<file path="src/rtl/mat_mult.sv">
// Sequential float32 matrix multiplier (output_mat = input_a x input_b) that time-shares
// one multiplier and one adder, together with the round-to-nearest-even float units it uses.

package mat_mult_fp_pkg;
    localparam logic [31:0] QNAN = 32'h7FC0_0000;

    function automatic logic is_nan(input logic [31:0] x);
        return (x[30:23] == 8'hFF) && (x[22:0] != 23'd0);
    endfunction

    // Subnormal operands and results are flushed to signed zero.
    function automatic logic [31:0] fp_mul(input logic [31:0] a, input logic [31:0] b);
        logic               s;
        logic [47:0]        prod;
        logic [23:0]        mant;
        logic [24:0]        mr;
        logic               g;
        logic               st;
        logic signed [10:0] e;
        logic [31:0]        r;
        s = a[31] ^ b[31];
        if (is_nan(a) || is_nan(b)) begin
            r = QNAN;
        end else if (a[30:23] == 8'hFF || b[30:23] == 8'hFF) begin
            r = (a[30:23] == 8'd0 || b[30:23] == 8'd0) ? QNAN : {s, 8'hFF, 23'd0};
        end else if (a[30:23] == 8'd0 || b[30:23] == 8'd0) begin
            r = {s, 31'd0};
        end else begin
            prod = {1'b1, a[22:0]} * {1'b1, b[22:0]};
            e = $signed({3'b000, a[30:23]}) + $signed({3'b000, b[30:23]}) - 11'sd127;
            if (prod[47]) begin
                mant = prod[47:24];
                g    = prod[23];
                st   = |prod[22:0];
                e    = e + 11'sd1;
            end else begin
                mant = prod[46:23];
                g    = prod[22];
                st   = |prod[21:0];
            end
            mr = {1'b0, mant} + {24'd0, g && (st || mant[0])};
            if (mr[24]) begin
                mr = mr >> 1;
                e  = e + 11'sd1;
            end
            if (e >= 11'sd255)     r = {s, 8'hFF, 23'd0};
            else if (e <= 11'sd0)  r = {s, 31'd0};
            else                   r = {s, e[7:0], mr[22:0]};
        end
        return r;
    endfunction

    // Mantissas carry guard/round/sticky bits; the aligned operand folds lost bits into sticky.
    function automatic logic [31:0] fp_add(input logic [31:0] a, input logic [31:0] b);
        logic [31:0]        big;
        logic [31:0]        sml;
        logic [7:0]         d;
        logic [26:0]        mb;
        logic [26:0]        ms;
        logic [53:0]        sh;
        logic [27:0]        s;
        logic [24:0]        mr;
        logic signed [10:0] e;
        logic [31:0]        r;
        if (is_nan(a) || is_nan(b)) begin
            r = QNAN;
        end else if (a[30:23] == 8'hFF && b[30:23] == 8'hFF) begin
            r = (a[31] != b[31]) ? QNAN : a;
        end else if (a[30:23] == 8'hFF) begin
            r = a;
        end else if (b[30:23] == 8'hFF) begin
            r = b;
        end else if (a[30:23] == 8'd0 && b[30:23] == 8'd0) begin
            r = {a[31] & b[31], 31'd0};
        end else if (a[30:23] == 8'd0) begin
            r = b;
        end else if (b[30:23] == 8'd0) begin
            r = a;
        end else begin
            if (a[30:0] >= b[30:0]) begin
                big = a;
                sml = b;
            end else begin
                big = b;
                sml = a;
            end
            d  = big[30:23] - sml[30:23];
            d  = (d > 8'd30) ? 8'd30 : d;
            mb = {1'b1, big[22:0], 3'b000};
            ms = {1'b1, sml[22:0], 3'b000};
            sh = {ms, 27'd0} >> d;
            ms = sh[53:27] | {26'd0, |sh[26:0]};
            e  = $signed({3'b000, big[30:23]});
            if (big[31] == sml[31]) s = {1'b0, mb} + {1'b0, ms};
            else                    s = {1'b0, mb} - {1'b0, ms};
            if (s == 28'd0) begin
                r = 32'd0;
            end else begin
                if (s[27]) begin
                    s = {1'b0, s[27:2], s[1] | s[0]};
                    e = e + 11'sd1;
                end else begin
                    for (int n = 0; n < 26; n++) begin
                        if (!s[26]) begin
                            s = s << 1;
                            e = e - 11'sd1;
                        end
                    end
                end
                mr = {1'b0, s[26:3]} + {24'd0, s[2] && ((|s[1:0]) || s[3])};
                if (mr[24]) begin
                    mr = mr >> 1;
                    e  = e + 11'sd1;
                end
                if (e >= 11'sd255)     r = {big[31], 8'hFF, 23'd0};
                else if (e <= 11'sd0)  r = {big[31], 31'd0};
                else                   r = {big[31], e[7:0], mr[22:0]};
            end
        end
        return r;
    endfunction
endpackage

module fp_unit #(
    parameter bit IS_ADD = 1'b0
) (
    input  logic        clk,
    input  logic        rst,
    input  logic [31:0] input_a,
    input  logic        input_a_stb,
    output logic        input_a_ack,
    input  logic [31:0] input_b,
    input  logic        input_b_stb,
    output logic        input_b_ack,
    output logic [31:0] output_z,
    output logic        output_z_stb,
    input  logic        output_z_ack
);
    import mat_mult_fp_pkg::*;

    logic [31:0] a_q, a_d, b_q, b_d, z_q, z_d;
    logic        have_a_q, have_a_d, have_b_q, have_b_d;
    logic        a_ack_q, a_ack_d, b_ack_q, b_ack_d, z_stb_q, z_stb_d;

    // Operand, result and handshake registers.
    always_ff @(posedge clk or posedge rst) begin
        if (rst) begin
            a_q <= 32'd0;  b_q <= 32'd0;  z_q <= 32'd0;
            have_a_q <= 1'b0;  have_b_q <= 1'b0;
            a_ack_q  <= 1'b0;  b_ack_q  <= 1'b0;  z_stb_q <= 1'b0;
        end else begin
            a_q <= a_d;  b_q <= b_d;  z_q <= z_d;
            have_a_q <= have_a_d;  have_b_q <= have_b_d;
            a_ack_q  <= a_ack_d;   b_ack_q  <= b_ack_d;   z_stb_q <= z_stb_d;
        end
    end

    // Collect each operand independently, compute once both are held, then offer the result.
    always_comb begin
        a_d = a_q;  b_d = b_q;  z_d = z_q;
        have_a_d = have_a_q;  have_b_d = have_b_q;
        a_ack_d  = a_ack_q;   b_ack_d  = b_ack_q;   z_stb_d = z_stb_q;
        if (z_stb_q) begin
            if (output_z_ack) z_stb_d = 1'b0;
            else              z_stb_d = 1'b1;
        end else if (have_a_q && have_b_q) begin
            z_d      = IS_ADD ? fp_add(a_q, b_q) : fp_mul(a_q, b_q);
            z_stb_d  = 1'b1;
            have_a_d = 1'b0;
            have_b_d = 1'b0;
        end else begin
            if (a_ack_q && input_a_stb) begin
                a_d = input_a;  have_a_d = 1'b1;  a_ack_d = 1'b0;
            end else begin
                a_ack_d = !have_a_q;
            end
            if (b_ack_q && input_b_stb) begin
                b_d = input_b;  have_b_d = 1'b1;  b_ack_d = 1'b0;
            end else begin
                b_ack_d = !have_b_q;
            end
        end
    end

    assign input_a_ack  = a_ack_q;
    assign input_b_ack  = b_ack_q;
    assign output_z     = z_q;
    assign output_z_stb = z_stb_q;
endmodule

module multiplier (
    input  logic        clk,
    input  logic        rst,
    input  logic [31:0] input_a,
    input  logic        input_a_stb,
    output logic        input_a_ack,
    input  logic [31:0] input_b,
    input  logic        input_b_stb,
    output logic        input_b_ack,
    output logic [31:0] output_z,
    output logic        output_z_stb,
    input  logic        output_z_ack
);
    fp_unit #(.IS_ADD(1'b0)) u_core (.*);
endmodule

module adder (
    input  logic        clk,
    input  logic        rst,
    input  logic [31:0] input_a,
    input  logic        input_a_stb,
    output logic        input_a_ack,
    input  logic [31:0] input_b,
    input  logic        input_b_stb,
    output logic        input_b_ack,
    output logic [31:0] output_z,
    output logic        output_z_stb,
    input  logic        output_z_ack
);
    fp_unit #(.IS_ADD(1'b1)) u_core (.*);
endmodule

module mat_mult #(
    parameter int M = 1,
    parameter int N = 1,
    parameter int P = 1
) (
    input  logic                        clk,
    input  logic                        rst,
    input  logic [M-1:0][N-1:0][31:0]   input_a,
    input  logic [N-1:0][P-1:0][31:0]   input_b,
    input  logic                        input_mat_stb,
    output logic                        input_mat_ack,
    output logic [M-1:0][P-1:0][31:0]   output_mat,
    output logic                        output_mat_stb,
    input  logic                        output_mat_ack
);
    localparam int IW = (M > 1) ? $clog2(M) : 1;
    localparam int KW = (N > 1) ? $clog2(N) : 1;
    localparam int JW = (P > 1) ? $clog2(P) : 1;
    localparam logic [IW-1:0] I_LAST = IW'(M - 1);
    localparam logic [KW-1:0] K_LAST = KW'(N - 1);
    localparam logic [JW-1:0] J_LAST = JW'(P - 1);

    typedef enum logic [2:0] {GET_MAT, MUL_IN, MUL_OUT, ADD_IN, ADD_OUT, PUT_MAT} state_t;

    state_t                      state_q, state_d;
    logic [M-1:0][N-1:0][31:0]   a_mat_q, a_mat_d;
    logic [N-1:0][P-1:0][31:0]   b_mat_q, b_mat_d;
    logic [M-1:0][P-1:0][31:0]   c_mat_q, c_mat_d, out_mat_q, out_mat_d;
    logic [IW-1:0]               i_q, i_d;
    logic [JW-1:0]               j_q, j_d;
    logic [KW-1:0]               k_q, k_d;
    logic [31:0]                 acc_q, acc_d, prod_q, prod_d;
    logic                        in_ack_q, in_ack_d, out_stb_q, out_stb_d;
    logic                        mul_a_stb_q, mul_a_stb_d, mul_b_stb_q, mul_b_stb_d, mul_z_ack_q, mul_z_ack_d;
    logic                        add_a_stb_q, add_a_stb_d, add_b_stb_q, add_b_stb_d, add_z_ack_q, add_z_ack_d;
    logic                        a_done_q, a_done_d, b_done_q, b_done_d;
    logic                        mul_a_ack_s, mul_b_ack_s, mul_z_stb_s, add_a_ack_s, add_b_ack_s, add_z_stb_s;
    logic [31:0]                 mul_z_s, add_z_s;

    multiplier u_mul (
        .clk(clk), .rst(rst),
        .input_a(a_mat_q[i_q][k_q]), .input_a_stb(mul_a_stb_q), .input_a_ack(mul_a_ack_s),
        .input_b(b_mat_q[k_q][j_q]), .input_b_stb(mul_b_stb_q), .input_b_ack(mul_b_ack_s),
        .output_z(mul_z_s), .output_z_stb(mul_z_stb_s), .output_z_ack(mul_z_ack_q)
    );

    adder u_add (
        .clk(clk), .rst(rst),
        .input_a(acc_q), .input_a_stb(add_a_stb_q), .input_a_ack(add_a_ack_s),
        .input_b(prod_q), .input_b_stb(add_b_stb_q), .input_b_ack(add_b_ack_s),
        .output_z(add_z_s), .output_z_stb(add_z_stb_s), .output_z_ack(add_z_ack_q)
    );

    // State, operand, index and handshake registers.
    always_ff @(posedge clk or posedge rst) begin
        if (rst) begin
            state_q <= GET_MAT;
            a_mat_q <= '0;  b_mat_q <= '0;  c_mat_q <= '0;  out_mat_q <= '0;
            i_q <= IW'(0);  j_q <= JW'(0);  k_q <= KW'(0);
            acc_q <= 32'h0;  prod_q <= 32'h0;
            in_ack_q <= 1'b0;  out_stb_q <= 1'b0;
            mul_a_stb_q <= 1'b0;  mul_b_stb_q <= 1'b0;  mul_z_ack_q <= 1'b0;
            add_a_stb_q <= 1'b0;  add_b_stb_q <= 1'b0;  add_z_ack_q <= 1'b0;
            a_done_q <= 1'b0;  b_done_q <= 1'b0;
        end else begin
            state_q <= state_d;
            a_mat_q <= a_mat_d;  b_mat_q <= b_mat_d;  c_mat_q <= c_mat_d;  out_mat_q <= out_mat_d;
            i_q <= i_d;  j_q <= j_d;  k_q <= k_d;
            acc_q <= acc_d;  prod_q <= prod_d;
            in_ack_q <= in_ack_d;  out_stb_q <= out_stb_d;
            mul_a_stb_q <= mul_a_stb_d;  mul_b_stb_q <= mul_b_stb_d;  mul_z_ack_q <= mul_z_ack_d;
            add_a_stb_q <= add_a_stb_d;  add_b_stb_q <= add_b_stb_d;  add_z_ack_q <= add_z_ack_d;
            a_done_q <= a_done_d;  b_done_q <= b_done_d;
        end
    end

    // Next-state logic: one multiply-accumulate step per MUL_IN..ADD_OUT pass, k ascending.
    always_comb begin
        state_d = state_q;
        a_mat_d = a_mat_q;  b_mat_d = b_mat_q;  c_mat_d = c_mat_q;  out_mat_d = out_mat_q;
        i_d = i_q;  j_d = j_q;  k_d = k_q;
        acc_d = acc_q;  prod_d = prod_q;
        in_ack_d = in_ack_q;  out_stb_d = out_stb_q;
        mul_a_stb_d = mul_a_stb_q;  mul_b_stb_d = mul_b_stb_q;  mul_z_ack_d = mul_z_ack_q;
        add_a_stb_d = add_a_stb_q;  add_b_stb_d = add_b_stb_q;  add_z_ack_d = add_z_ack_q;
        a_done_d = a_done_q;  b_done_d = b_done_q;
        case (state_q)
            GET_MAT: begin
                if (in_ack_q && input_mat_stb) begin
                    a_mat_d  = input_a;
                    b_mat_d  = input_b;
                    in_ack_d = 1'b0;
                    i_d = IW'(0);  j_d = JW'(0);  k_d = KW'(0);
                    acc_d   = 32'h0;
                    state_d = MUL_IN;
                end else begin
                    in_ack_d = 1'b1;
                end
            end
            MUL_IN: begin
                if (a_done_q && b_done_q) begin
                    a_done_d = 1'b0;  b_done_d = 1'b0;  state_d = MUL_OUT;
                end else begin
                    if (a_done_q)                             mul_a_stb_d = 1'b0;
                    else if (mul_a_stb_q && mul_a_ack_s) begin mul_a_stb_d = 1'b0;  a_done_d = 1'b1; end
                    else                                      mul_a_stb_d = 1'b1;
                    if (b_done_q)                             mul_b_stb_d = 1'b0;
                    else if (mul_b_stb_q && mul_b_ack_s) begin mul_b_stb_d = 1'b0;  b_done_d = 1'b1; end
                    else                                      mul_b_stb_d = 1'b1;
                end
            end
            MUL_OUT: begin
                if (mul_z_ack_q && mul_z_stb_s) begin
                    prod_d = mul_z_s;  mul_z_ack_d = 1'b0;  state_d = ADD_IN;
                end else begin
                    mul_z_ack_d = 1'b1;
                end
            end
            ADD_IN: begin
                if (a_done_q && b_done_q) begin
                    a_done_d = 1'b0;  b_done_d = 1'b0;  state_d = ADD_OUT;
                end else begin
                    if (a_done_q)                             add_a_stb_d = 1'b0;
                    else if (add_a_stb_q && add_a_ack_s) begin add_a_stb_d = 1'b0;  a_done_d = 1'b1; end
                    else                                      add_a_stb_d = 1'b1;
                    if (b_done_q)                             add_b_stb_d = 1'b0;
                    else if (add_b_stb_q && add_b_ack_s) begin add_b_stb_d = 1'b0;  b_done_d = 1'b1; end
                    else                                      add_b_stb_d = 1'b1;
                end
            end
            ADD_OUT: begin
                if (add_z_ack_q && add_z_stb_s) begin
                    add_z_ack_d = 1'b0;
                    state_d     = MUL_IN;
                    if (k_q != K_LAST) begin
                        acc_d = add_z_s;
                        k_d   = k_q + KW'(1);
                    end else begin
                        c_mat_d[i_q][j_q] = add_z_s;
                        acc_d = 32'h0;
                        k_d   = KW'(0);
                        if (j_q != J_LAST) begin
                            j_d = j_q + JW'(1);
                        end else begin
                            j_d = JW'(0);
                            if (i_q != I_LAST) begin
                                i_d = i_q + IW'(1);
                            end else begin
                                i_d     = IW'(0);
                                state_d = PUT_MAT;
                            end
                        end
                    end
                end else begin
                    add_z_ack_d = 1'b1;
                end
            end
            PUT_MAT: begin
                if (out_stb_q && output_mat_ack) begin
                    out_stb_d = 1'b0;
                    state_d   = GET_MAT;
                end else begin
                    out_stb_d = 1'b1;
                    out_mat_d = c_mat_q;
                end
            end
            default: begin
                state_d = GET_MAT;
            end
        endcase
    end

    assign input_mat_ack  = in_ack_q;
    assign output_mat     = out_mat_q;
    assign output_mat_stb = out_stb_q;
endmodule

</file>
<file path="config.mk">
export PLATFORM = sky130hd
export DESIGN_NAME = mat_mult
export DESIGN_NICKNAME = d
export VERILOG_FILES = /design/src/rtl/mat_mult.sv
export SDC_FILE = /design/constraint.sdc
export NUM_CORES = 2
export LEC_CHECK = 0
export ABC_AREA = 0
export BUFFER_PORTS_ARGS = -buffer_cell sky130_fd_sc_hd__clkbuf_2
export CORE_MARGIN = 8
export CORE_UTILIZATION = 55
export DETAILED_ROUTE_END_ITERATION = 16
export PLACE_DENSITY = 0.72
export SLEW_MARGIN = 20
export SYNTH_ARGS = -nofsm -noshare
export SYNTH_HDL_FRONTEND = slang
export SYNTH_SLANG_ARGS = --single-unit
</file>
<file path="constraint.sdc">
create_clock -name clk -period 15.8 [get_ports clk]
set_input_delay 3.16 -clock clk [delete_from_list [all_inputs] [get_ports clk]]
set_output_delay 3.16 -clock clk [all_outputs]
set_load 0.005 [all_outputs]
</file>
-- Word level (Yosys, flattened, before mapping)
Cells that the tools add are included.
- add/sub/neg operators: 40
- multipliers: 1
- $lt $le $gt $ge: 11
- equal/unequal tests: 19
- shift operators: 1
- muxes and demuxes: 793
- bitwise gates (word level): 11
- reductions and logical operators: 73
- operator list (kind ; number):
    $mux 27 ; 312
    $mux 11 ; 335
    $mux 32 ; 41
    $mux 28 ; 10
    $sub 11x2->11 const B ; 25
    $mux 31 ; 5
    $mux 24 ; 6
    $reduce_bool 23->1 ; 4
    $mux 1 ; 64
    $pmux 32 s2 ; 1
    $shr 54x8->54 ; 1
    $add 24x1->25 ; 2
    $mul 24x24->48 ; 1
    $mux 23 ; 2
    $bwmux 32 ; 1
    $eq 8x8->1 const B ; 4
    $logic_not 8->1 ; 4
    $ge 31x31->1 ; 1
    $add 27x27->28 ; 1
    $logic_not 28->1 ; 1
    $sub 27x27->28 ; 1
    $mux 3 ; 9
    $or 27x1->27 ; 1
    $reduce_or 27->1 ; 1
    39 further kinds ; 116
- bits in registers: 410

-- Longest topological paths before layout
- depth after elaboration: 388
- mapped depth: 43

-- Modules after synthesis
Synthesis repeated with hierarchy kept, for this count alone.
- cell total of the unflattened synthesis: 7123
- area, all modules: 58962.8 µm²
- modules (own cells, without submodules) (module ; times used ; cells an instance ; area an instance (µm²) ; sequential area each (µm²)):
    fp_unit (u_mul.u_core) ; 1 ; 2963 ; 26107.5 ; 2527.4
    fp_unit (u_add.u_core) ; 1 ; 3746 ; 26025.0 ; 2527.4
    mat_mult ; 1 ; 414 ; 6830.3 ; 4329.2

-- Worst setup path after synthesis
OpenSTA, ideal clock, no wires.
- path type: register -> register
- start point: register u_mul.u_core.b_q[17]
- end point: register u_mul.u_core.z_q[23] (netlist: u_mul.u_core.output_z[23])
- library setup time: 123 ps
- data arrival time: 9742 ps
- setup slack: 5936 ps
- cell stages (with the launch flop): 41
- path buffers: 8
- clock period less this slack: 9864 ps
- path through: dfrtp_1 -> clkbuf_1 -> clkbuf_1 -> nand2_1 -> fa_1 -> inv_1 -> fa_1 -> inv_1 -> fa_1 -> inv_1 -> fa_1 -> fa_1 -> fa_1 -> inv_1 -> fa_1 -> inv_1 -> ha_1 -> buf_2 -> (+5 left out) -> nor2_1 -> clkbuf_1 -> nor2_1 -> clkbuf_1 -> buf_1 -> nand2_1 -> a21oi_1 -> ha_1 -> nand4_2 -> nor2_1 -> nand4b_2 -> and4bb_4 -> mux2i_1 -> o221ai_2 -> or2_1 -> buf_6 -> buf_6 -> o221a_2
- word-level cells in the longest chain between the ends: 23
- RTL lines (element ; RTL line ; RTL):
    start, declared ; 141 ; logic [31:0] a_q, a_d, b_q, b_d, z_q, z_d;
    start signal, assigned ; 148 ; a_q <= 32'd0; b_q <= 32'd0; z_q <= 32'd0;
    start signal, assigned ; 152 ; a_q <= a_d; b_q <= b_d; z_q <= z_d;
    $mul 24x24->48 ; 29 ; prod = {1'b1, a[22:0]} * {1'b1, b[22:0]};
    $reduce_or 23->1 / $reduce_or 22->1 (equally long branches) ; 34, 39 ;
    $mux 1 ; 31 ; if (prod[47]) begin
    $mux 1 ; 26 ; end else if (a[30:23] == 8'd0 || b[30:23] == 8'd0) begin
    $mux 1 ; 24 ; end else if (a[30:23] == 8'hFF || b[30:23] == 8'hFF) begin
    $mux 1 ; 22 ; if (is_nan(a) || is_nan(b)) begin
    $mux 1 ; 166 ; end else if (have_a_q && have_b_q) begin
    $mux 1 ; 163 ; if (z_stb_q) begin
    (+7 left out) ; - ;
    $mux 11 ; 166 ;
    $mux 11 ; 163 ;
    $le 11x1->1 ; 47 ; else if (e <= 11'sd0) r = {s, 31'd0};
    $mux 31 ; 47 ;
    $mux 31 ; 46 ; if (e >= 11'sd255) r = {s, 8'hFF, 23'd0};
    $mux 31 ; 26 ;
    $mux 32 ; 24 ;
    $mux 32 (*) ; 22 ;
    end signal, assigned ; 148 ;
    end signal, assigned ; 152 ;
    end, declared ; 141 ;
Mark *: on every way between the ends. The rest lies on a longest branch, timed or not. The select of a mux whose other input is x is not followed.
A chain may end at the register's enable or synchronous reset.

-- Final worst setup path
- start point: register u_mul.u_core.a_q[8]
- end point: register u_mul.u_core.z_q[6] (netlist: u_mul.u_core.output_z[6])
- word-level cells in the longest chain between the ends: 23
- RTL lines (element ; RTL line):
    start, declared ; 141
    start signal, assigned ; 148
    start signal, assigned ; 152
    $mul 24x24->48 ; 29
    $reduce_or 23->1 / $reduce_or 22->1 (equally long branches) ; 34, 39
    $mux 1 ; 31
    $mux 1 ; 26
    $mux 1 ; 24
    $mux 1 ; 22
    $mux 1 ; 166
    $mux 1 ; 163
    (+7 left out) ; -
    $mux 11 ; 166
    $mux 11 ; 163
    $le 11x1->1 ; 47
    $mux 31 ; 47
    $mux 31 ; 46
    $mux 31 ; 26
    $mux 32 ; 24
    $mux 32 (*) ; 22
Marks and branches as above.

==> impl_metrics.tcl <==
set metrics [dict create \
    synth_ff_type "dfrtp_1" \
    cp.required_ns 16.25 \
    finalNonFillerCells 4455 \
    ctsResizeCount 0 \
    syn_avg_cell_area_sq_um 9.95 \
    arrival_ns 12.39 \
    drtIter0Drc 2284 \
    synthesis.nets 4309 \
    slew_viol_final 0 \
    overflow 0 \
    fin_crit_ns 11.94 \
    crit_type "reg2reg" \
    die_y_microns 270 \
    grt_max_degree 122 \
    remaining_drc_errors 0 \
    diodes 0 \
    cp_slowest_stage_delay_ns 0.96 \
    clkTransAtPathRegs_ns 0.06 \
    area_growth_pct 7.05 \
    grt_pass1_wl_microns 151000 \
    ys_seq_area_share_pct 24.2 \
    slew_headroom_pct 19.8 \
    finalSetupViolCount 0 \
    drv_cap 0 \
    dieArea_sq_um 72900 \
    wirelength_microns 94200 \
    regArea_sq_um 8590 \
    finClkSkew_ns 0.0390 \
    fill_cells 5413 \
    synth_edf_count 0 \
    cts_sinks 343 \
    multi_input_area_sq_um 24000 \
    cts_tree "yes" \
    yosys.area.top_type "fa_1" \
    antenna_found_initial 1 \
    track_usage_pct 25.9 \
    rows 93 \
    ctsHoldBuffers 0 \
    min_path_cells 2 \
    clockBufferDepth 3 \
    htree_num_levels 2 \
    min_period_over_period_pct 75.6 \
    ant_nets 0 \
    root_buffer "clkbuf_16" \
    post-cts-setup-buffer-count 0 \
    routabilityCongestion 0.943 \
    synthDistinctLibCells 108 \
    ios 102 \
    synth_area_leaders "fa_1 27%, dfrtp_1 24%, mux2_2 8.4%" \
    hold_violations 0 \
    rsz0062_at_grt "no" \
    drive_gt1_share_pct 15.1 \
    placedCellCount 4383 \
    dr.pass1.iters 6 \
    die_w_microns 270 \
    coreArea_sq_um 64100 \
    synth.cell_area_sq_um 35500 \
    io_buffers 101 \
    dp_hpwl_microns 72600 \
    crit_path_top_delay_cell "dfrtp_1" \
    insertion_delay_ns 0.59 \
    reg2reg_depth 33 \
    grt_pass1_vias 26811 \
    cts_made_buffers 39 \
    start_kind "register" \
    vias_per_cell 5.81 \
    status "complete, no violations" \
    layout.nets 4312 \
    start_util_pct 55.3 \
    end_kind "register" \
    min_path_type "reg2reg" \
    vias 25888 \
    synth_top_area_share_pct 27.2 \
    fmax_mhz 83.8 \
    tns_ns 0 \
    ys_ff_latch 343 \
    synthCells 3567 \
    wire_per_inst_microns 21.2 \
    worst_slew_pin_slew_ns 1.20 \
    crit_path_max_fanout 28 \
    synth_warnings 0 \
    async_flop_share_pct 100 \
]
-- worst paths after layout --
kind / start / to / slack (ns)
max: u_mul.u_core.a_q[8]$_DFFE_PP0P_ / u_mul.u_core.output_z[6]$_DFFE_PP0P_ / 3.86
max in group asynchronous: rst / u_add.u_core.b_q[29]$_DFFE_PP0P_ / 10.57
min: u_add.u_core.output_z[0]$_DFFE_PP0P_ / u_add.u_core.output_z[0]$_DFFE_PP0P_ / 0.47
max reg2reg: u_mul.u_core.a_q[8]$_DFFE_PP0P_ / u_mul.u_core.output_z[6]$_DFFE_PP0P_ / 3.86
min in group asynchronous: rst / b_mat_q[3]$_DFFE_PP0P_ / 2.52
min reg2reg: u_add.u_core.output_z[0]$_DFFE_PP0P_ / u_add.u_core.output_z[0]$_DFFE_PP0P_ / 0.47
-- critical path: cells and delay by family (launching register included) --
kind / cells / cell delay [ns]
buffers and inverters: 7 / 0.73
multiplexers: 1 / 0.28
AND/OR/NAND/NOR: 10 / 4.01
flip-flops: 1 / 0.96
adder cells (fa/ha/maj): 9 / 4.24
AO/OA/AOI/OAI: 6 / 1.56
-- layout by cell type, fill, tap and decap left out, drive strengths merged, types with 39 or more instances in the layout --
cell type    n
inv        580
fa         483
nand2      414
dfrtp      343
mux2       266
and2       260
ha         191
clkbuf     156
nor2       137
a21oi      100
o21ai       91
xnor2       61
buf         43
nor4        42
nand4       40
nand3       39
-- per-layer routing --
layer / up-vias / share of wire (%) / GRT usage (%)
met5: - / 0 / 0
met4: 0 / 3.6 / 8.77
met2: 1102 / 46 / 40.5
met3: 211 / 8.7 / 5.57
met1: 13088 / 42 / 35.6
li1: 11487 / - / -
-- area by class of cell --
cell class,instances,share of cell area (%)
flip-flops and latches,343,22.6
clock inverters,16,0.616
repair buffers,144,2.24
inverters,578,5.73
multi-input cells,2464,63.2
well taps,855,2.82
clock buffers,55,2.83
-- cell families after synthesis --
| logic type | synth area share [%] |
|---|---|
| adders and majority gates | 34.0 |
| muxes | 8.72 |
| xor gates and xnor gates | 2.26 |
| AOI/OAI and AO/OA | 8.26 |
| DFF | 24.2 |
| buffers and inverters | 8.24 |
| and+or+nand+nor | 14.3 |
-- cells in the mapped netlist, types with 6 or more instances --
cell,instances
or3_1,13
xnor2_1,59
and2_1,257
a211oi_1,20
and3_1,9
o21ai_0,77
o211ai_1,9
nand3_1,39
o221ai_1,7
xor2_1,22
a31oi_1,11
a22o_1,23
inv_1,575
o2111ai_1,6
buf_4,6
mux2_2,266
o31ai_1,7
o21a_1,8
o41ai_1,9
dfrtp_1,343
mux2i_1,10
buf_1,18
nand2b_1,6
nand4_1,37
nor2b_1,8
o22ai_1,6
ha_1,191
o41ai_2,7
nor3_1,28
buf_2,18
a21o_1,17
nor2_1,137
clkbuf_1,135
nor4_1,39
a21oi_1,93
nand2_1,411
fa_1,483
o21ai_1,12
-- registers in the layout, summed over array words and instances (netlist names), 3 cells and up --
register / flops
output_mat: 32
state_q: 3
u_mul.u_core.a_q: 32
prod_q: 32
u_add.u_core.output_z: 32
a_mat_q: 32
u_mul.u_core.b_q: 32
u_add.u_core.b_q: 32
c_mat_q: 32
b_mat_q: 32
u_mul.u_core.output_z: 32
-- metrics by stage --
| stage | area [sq um] | hold WS [ns] | setup slack (ns) | utilization [%] |
|---|---|---|---|---|
| after floorplan | 35500 | 0.433 | 3.13 | - |
| after global routing | 38000 | 0.501 | 3.36 | 59.2 |
| final | 38000 | 0.467 | 3.86 | 59.2 |
| after CTS | 38000 | 0.463 | 4.04 | 59.2 |
| after detailed placement | 36600 | 0.454 | 4.07 | 57.1 |
| after global placement | 36600 | 0.457 | 4.37 | 57.1 |
Power is left out: the tool's default activity adds up to more than one toggle a clock period on the data nets, which glitch-free logic cannot reach.
